File: config.mk
export PLATFORM = sky130hd
export DESIGN_NAME = mem_arbiter
export DESIGN_NICKNAME = d
export VERILOG_FILES = /design/src/rtl/mem_arb_pkg.sv /design/src/rtl/arb_pick.sv /design/src/rtl/mem_arbiter.sv
export SDC_FILE = /design/constraint.sdc
export NUM_CORES = 1
export LEC_CHECK = 0
export CAP_MARGIN = 5
export CORE_MARGIN = 3
export CORE_UTILIZATION = 41
export CTS_CLUSTER_SIZE = 28
export DETAILED_ROUTE_END_ITERATION = 12
export PLACE_DENSITY = 0.81
export SLEW_MARGIN = 20
export SYNTH_ARGS = -nofsm -noshare
export SYNTH_HDL_FRONTEND = slang
export SYNTH_SLANG_ARGS = --single-unit
File: constraint.sdc
create_clock -name clk -period 2.2 [get_ports clk]
set_clock_uncertainty 0.15 [all_clocks]
set_input_delay 0.44 -clock clk [delete_from_list [all_inputs] [get_ports clk]]
set_output_delay 0.44 -clock clk [all_outputs]
set_load 0.01 [all_outputs]
File: src/rtl/mem_arb_pkg.sv
// mem_arb_pkg: state encoding and port indices shared by mem_arbiter and arb_pick
package mem_arb_pkg;
  typedef enum logic [1:0] {IDLE, BUSY, RESP} state_t;
  localparam int PORT_CORE = 0;
  localparam int PORT_AUX = 1;
endpackage

File: src/rtl/arb_pick.sv
// arb_pick: two-way one-hot picker; fixed port-0 priority, or round-robin tie-break
// when MEM_ARB_ROUNDROBIN_EN is defined
module arb_pick
  import mem_arb_pkg::*;
(
  input  logic [1:0] req,
  input  logic       last_gnt,
  output logic [1:0] win
);
`ifdef MEM_ARB_ROUNDROBIN_EN
  logic tie_aux;
  // last_gnt holds the index of the port granted last; on a tie the other one wins
  assign tie_aux = &req && !last_gnt;
  assign win[PORT_CORE] = req[PORT_CORE] && !tie_aux;
  assign win[PORT_AUX] = req[PORT_AUX] && (!req[PORT_CORE] || tie_aux);
`else
  logic unused_last_gnt;
  assign unused_last_gnt = last_gnt;
  assign win[PORT_CORE] = req[PORT_CORE];
  assign win[PORT_AUX] = req[PORT_AUX] && !req[PORT_CORE];
`endif
endmodule

File: src/rtl/mem_arbiter.sv
// mem_arbiter: shares one single-port memory between two requesters with LAT-cycle accesses
// MEM_ARB_ROUNDROBIN_EN: round-robin tie-break instead of fixed port-0 priority
module mem_arbiter
  import mem_arb_pkg::*;
#(
  parameter int AW = 32,
  parameter int DW = 32,
  parameter int LAT = 2
) (
  input  logic          clk,
  input  logic          reset,
  input  logic [1:0]    req,
  input  logic [1:0]    we,
  input  logic [AW-1:0] addr0,
  input  logic [AW-1:0] addr1,
  input  logic [DW-1:0] wdata0,
  input  logic [DW-1:0] wdata1,
  output logic [1:0]    gnt,
  output logic [1:0]    done,
  output logic [DW-1:0] rdata,
  output logic          mem_en,
  output logic          mem_we,
  output logic [AW-1:0] mem_addr,
  output logic [DW-1:0] mem_wdata,
  input  logic [DW-1:0] mem_rdata
);
  localparam int CW = LAT > 1 ? $clog2(LAT) : 1;
  if (LAT < 1) begin : g_lat_check
    $error("mem_arbiter: LAT must be at least 1");
  end
  state_t        state;
  logic [CW-1:0] cnt;
  logic          owner, we_q, last_gnt;
  logic [AW-1:0] addr_q;
  logic [DW-1:0] wdata_q, rdata_q;
  logic [1:0]    win, done_q;
  arb_pick u_pick (.req(req), .last_gnt(last_gnt), .win(win));
`ifdef MEM_ARB_ROUNDROBIN_EN
  always_ff @(posedge clk or negedge reset)
    if (!reset) last_gnt <= 1'b1;
    else if (|gnt) last_gnt <= gnt[PORT_AUX];
`else
  assign last_gnt = 1'b0;
`endif
  // grant is Mealy and must also vanish while reset is held low
  assign gnt = (state == IDLE && reset) ? win : 2'b00;
  assign done = done_q;
  assign rdata = |done_q ? rdata_q : '0;
  assign mem_en = state == BUSY;
  assign mem_we = mem_en && we_q && cnt == '0;
  assign mem_addr = mem_en ? addr_q : '0;
  assign mem_wdata = mem_en ? wdata_q : '0;
  always_ff @(posedge clk or negedge reset) begin
    if (!reset) begin
      state <= IDLE;
      cnt <= '0;
      owner <= 1'b0;
      we_q <= 1'b0;
      addr_q <= '0;
      wdata_q <= '0;
      rdata_q <= '0;
      done_q <= '0;
    end else begin
      case (state)
        IDLE: if (|gnt) begin
          owner <= gnt[PORT_AUX];
          we_q <= gnt[PORT_AUX] ? we[PORT_AUX] : we[PORT_CORE];
          addr_q <= gnt[PORT_AUX] ? addr1 : addr0;
          wdata_q <= gnt[PORT_AUX] ? wdata1 : wdata0;
          cnt <= CW'(LAT - 1);
          state <= BUSY;
        end
        BUSY: if (cnt != '0) cnt <= cnt - CW'(1);
        else begin
          if (!we_q) rdata_q <= mem_rdata;
          done_q <= owner ? 2'b10 : 2'b01;
          state <= RESP;
        end
        RESP: begin
          done_q <= '0;
          state <= IDLE;
        end
        default: state <= IDLE;
      endcase
    end
  end
endmodule

Yosys cells after proc, flatten, opt, wreduce, memory -nomap -nowiden:

Index checks and enable logic that the tools add are counted.
W data, S select, Z words.

* $add $sub $neg: 1
* equal/unequal tests: 4
* mux-type cells: 16
* bitwise logic cells: 2
* reduce and logical (&&, ||, !) cells: 15

Operators with widths (count)
* $mux W32: 5
* $mux W2: 5
* $pmux W2 S2: 2
* $reduce_and A2 Y1: 4
* $logic_and A1 B1 Y1: 4
* $reduce_bool A2 Y1: 2
* $reduce_or A2 Y1: 2
* $mux W1: 3
* $reduce_and A3 Y1: 1
* $eq A2 B1 Y1 const B: 1
* $eq A2 B2 Y1 const B: 1
* $logic_not A2 Y1: 1
* $ne A2 B1 Y1 const B: 1
* $ne A2 B2 Y1 const B: 1
* $not A1 Y1: 2
* $pmux W1 S2: 1
* $logic_not A1 Y1: 1
* $sub A1 B1 Y1 const B: 1

* register bits after elaboration: 103
* input bits: 166
* output and inout bits: 102
* logic and storage cells: 46

Longest topological paths before layout:

* depth after elaboration: 6
* mapped depth: 5
* gate-level depth less buffers: 3

Cells and area by module:

Synthesis repeated with hierarchy kept, for this count alone.

* cell total of the unflattened synthesis: 423
* area, all modules: 5188.7 um2

By module, submodules not included
* mem_arbiter: instances 1, cells an instance 421, area each 5167.5 um2, sequential area each 2577.5 um2
* arb_pick: instances 1, cells an instance 2, area each 21.3 um2, sequential area each 0.0 um2

Least setup slack after synthesis:

No wires, ideal clock.

* kind: register to output
* start: register state[1]
* end: output mem_addr[13]
* data arrival time: 1.221 ns
* data required time: 1.610 ns
* slack: 0.389 ns
* stages on the path, launching flop included: 6
* buffers on the path: 2
* path through: dfrtp_1 > nand2b_1 > inv_1 > buf_2 > clkbuf_1 > and2_1

* word-level cells in the longest chain between the ends: 2

RTL lines
* start, declared: RTL line mem_arbiter.sv:31 `state_t state;`
* start signal, assigned: RTL line mem_arbiter.sv:55 `state <= IDLE;`
* start signal, assigned: RTL line mem_arbiter.sv:71 `state <= BUSY;`
* start signal, assigned: RTL line mem_arbiter.sv:77 `state <= RESP;`
* $eq A2 B1 Y1: RTL line mem_arbiter.sv:49 `assign mem_en = state == BUSY;`
* $mux W32: RTL line mem_arbiter.sv:51 `assign mem_addr = mem_en ? addr_q : '0;`
* end, declared: RTL line mem_arbiter.sv:23 `output logic [AW-1:0] mem_addr,`

No other way between the ends.

Final worst setup path:

* start: register state[1]
* end: output mem_wdata[0]

* word-level cells in the longest chain between the ends: 2

RTL lines
* $eq A2 B1 Y1: RTL line mem_arbiter.sv:49
* $mux W32: RTL line mem_arbiter.sv:52 `assign mem_wdata = mem_en ? wdata_q : '0;`
* end, declared: RTL line mem_arbiter.sv:24 `output logic [DW-1:0] mem_wdata,`

No other way between the ends.

==> impl_metrics.json <==
{
  "clock-sinks": 103,
  "cp-start-kind": "register",
  "layout_min_cycle_time_ps": 2130,
  "clk_pin_slew_ps": 60,
  "grt-ovfl-total": 0,
  "maxCapViolCount": 0,
  "rr_endpoint": "wdata_q[26]",
  "startpoint": "state[1]",
  "leakagePower_nw": 3.88,
  "post_drt_wl_per_cell_um": 17.4,
  "slew_headroom": 0.333,
  "clock.fmax_mhz": 470,
  "grt_max_degree": 82,
  "fp.coreArea_um2": 12800,
  "fp.dieH_um": 121,
  "synth_top_cell_area_share": 0.472,
  "placed_area_um2": 8410,
  "io_pins": 268,
  "seqCellArea_um2": 2580,
  "ys_top_cells_by_count": "dfrtp_1, mux2_2, and2_1, mux2_1, nor2b_1",
  "final_layout_size_suffix_gt1_frac": 0.276,
  "vdd_ir_drop_max_uv": 561,
  "root_buffer": "clkbuf_16",
  "post_synth_inst_count": 413,
  "grt_pass1_vias": 4540,
  "grt_pass1_wl_um": 23300,
  "syn_avg_cell_area_um2": 13.2,
  "synthFlopType": "dfrtp_1",
  "syn-num-nets": 579,
  "h-tree-depth": 3,
  "status": "finished clean",
  "synth.area.top_cells": "dfrtp_1, mux2_2, mux2_1",
  "cts_buffers": 9,
  "synthArstFlopShare": 1.00,
  "antenna_cells": 0,
  "rsz0062_at_grt": "no",
  "synth.most_common_cell": "dfrtp_1",
  "first_pass_iters": 4,
  "hold_viol": 0,
  "portBuffers": 267,
  "num_rows": 41,
  "dpl.hpwl_um": 11400,
  "areaGrowthSynthToFinish_pct": 59.0,
  "multi_input_area_um2": 2710,
  "reg2reg_setup_slack_ps": 260,
  "design_area_um2": 8690,
  "min_path_type": "input pin to asynchronous set/reset pin",
  "hold_ws_ps": 157,
  "grt.total_usage": 0.205,
  "cts_tree": "done",
  "start_util": 0.426,
  "dr_total_vias": 4153,
  "endpoint": "mem_wdata[0]",
  "vias_per_cell": 4.77,
  "fill_cells": 958,
  "finalWeightedCongestion": 0.757,
  "synth.distinct_cells": 24,
  "insertion_delay_ps": 340,
  "nets": 860,
  "finalMaxSlewViolations": 0,
  "die_area_um2": 14800,
  "cellPowerDensity_nw_per_um2": 1140,
  "crit_path_end_kind": "output port",
  "critPathKind": "register to output port",
  "synth.yosys.warnings": 0,
  "synth-edff-count": 0,
  "die_w_um": 121,
  "r2r_start": "state[0]",
  "tightest_slew_ps": 997,
  "drt_iter0_markers": 171,
  "cp_data_arrival_time_ps": 1540,
  "synth-seq-area-share": 0.472,
  "yosys_register_bits": 103,
  "clk_path_buf_depth": 2,
  "cp_max_fo": 21,
  "syn-cell-area_um2": 5470,
  "drc_errors": 0,
  "setup_violations": 0,
  "finalCritPeriodShare": 0.968,
  "reg2reg_depth": 6,
  "grt_antenna_before_repair": 0,
  "wl_um": 15200,
  "ant_nets": 0,
  "synth_largest_area_cell": "dfrtp_1",
  "cp.required_ps": 1610
}
## layout make-up
type                       instances  share of cell area
tap                              172              0.0248
clock inverter                     4             0.00634
multi-input combinational        281               0.312
clock buffer                      12              0.0284
sequential                       103               0.297
timing repair buffer             297               0.330
inverter                           2             0.00173
## worst max-delay path, stage by stage (launching register included)
cell and delay, ps:
dfrtp_1 380, nand2b_4 170, inv_8 90, buf_12 150, and2_1 120, dlygate4sd2_1 280
## repair_timing
| item | CTS | global route |
|---|---|---|
| pin swaps | 1 | 0 |
| hold buffers | 1 | 0 |
| cloned | 2 | 0 |
| setup buffers | 4 | 0 |
| hold endpoints to repair | 22 | 0 |
| gates resized for setup | 143 | 46 |
| setup endpoints to repair | 100 | 40 |
## per-layer routing
layer	global-route usage	vias to the layer above	routed length, um
met5	0	-	0
met4	0.0882	0	422
met3	0.0545	29	1110
met2	0.369	161	7890
met1	0.228	1984	5750
li1	-	1979	-
## flip-flops by register name, indices dropped and copies added, names as in the netlist
name	count
addr_q	32
rdata_q	32
wdata_q	32
done	2
state	2
cnt	1
owner	1
we_q	1
## how the worst min path moves through the flow
stage	startpoint	end	slack, ps	depth (start not counted)
after detailed placement	reset	addr_q[6]	300	2
after global placement	reset	addr_q[9]	300	2
final	reset	cnt	160	3
after floorplan	reset	addr_q[0]	-6	0
after global routing	reset	cnt	260	3
after CTS	rdata_q[5]	rdata_q[5]	340	1
## where the power goes
part           switching, mW  total [mW]  internal [mW]  leakage, nW
Sequential             0.485        3.35           2.86         1.22
Clock                  0.695        1.61          0.919        0.143
Combinational           1.99        4.92           2.93         2.52
Total                   3.17        9.89           6.71         3.88
## cells by family (layout without fill, tap and decap cells)
group           Yosys count  in the layout  share of synthesized area
simple gates            110            110                      0.125
buf+inv                  29            315                     0.0391
compound gates            9              9                     0.0110
mux                     162            162                      0.353
flops                   103            103                      0.472
## placed cells by master (no fill, tap or decap), drive strengths merged, types with 3 or more instances in the layout
cell type        n
mux2           162
clkdlybuf4s50  166
dlygate4sd2     54
clkdlybuf4s15   28
and2            66
buf             42
nor2b           33
clkbuf          18
dfrtp          103
nand2            3
nor2             3
## per-stage QoR
step	worst slack [ps]	instances	TNS [ps]	power, mW	utilization
2_1_floorplan	389	413	0	6.04	-
3_3_place_gp	-225	848	-8300	8.46	0.656
3_5_place_dp	-218	848	-9330	8.63	0.656
4_1_cts	0.882	871	0	9.99	0.678
5_1_grt	2.05	871	0	10.5	0.678
6_report	70.4	871	0	9.89	0.678
No activity file was read; power rests on OpenSTA's default activity.
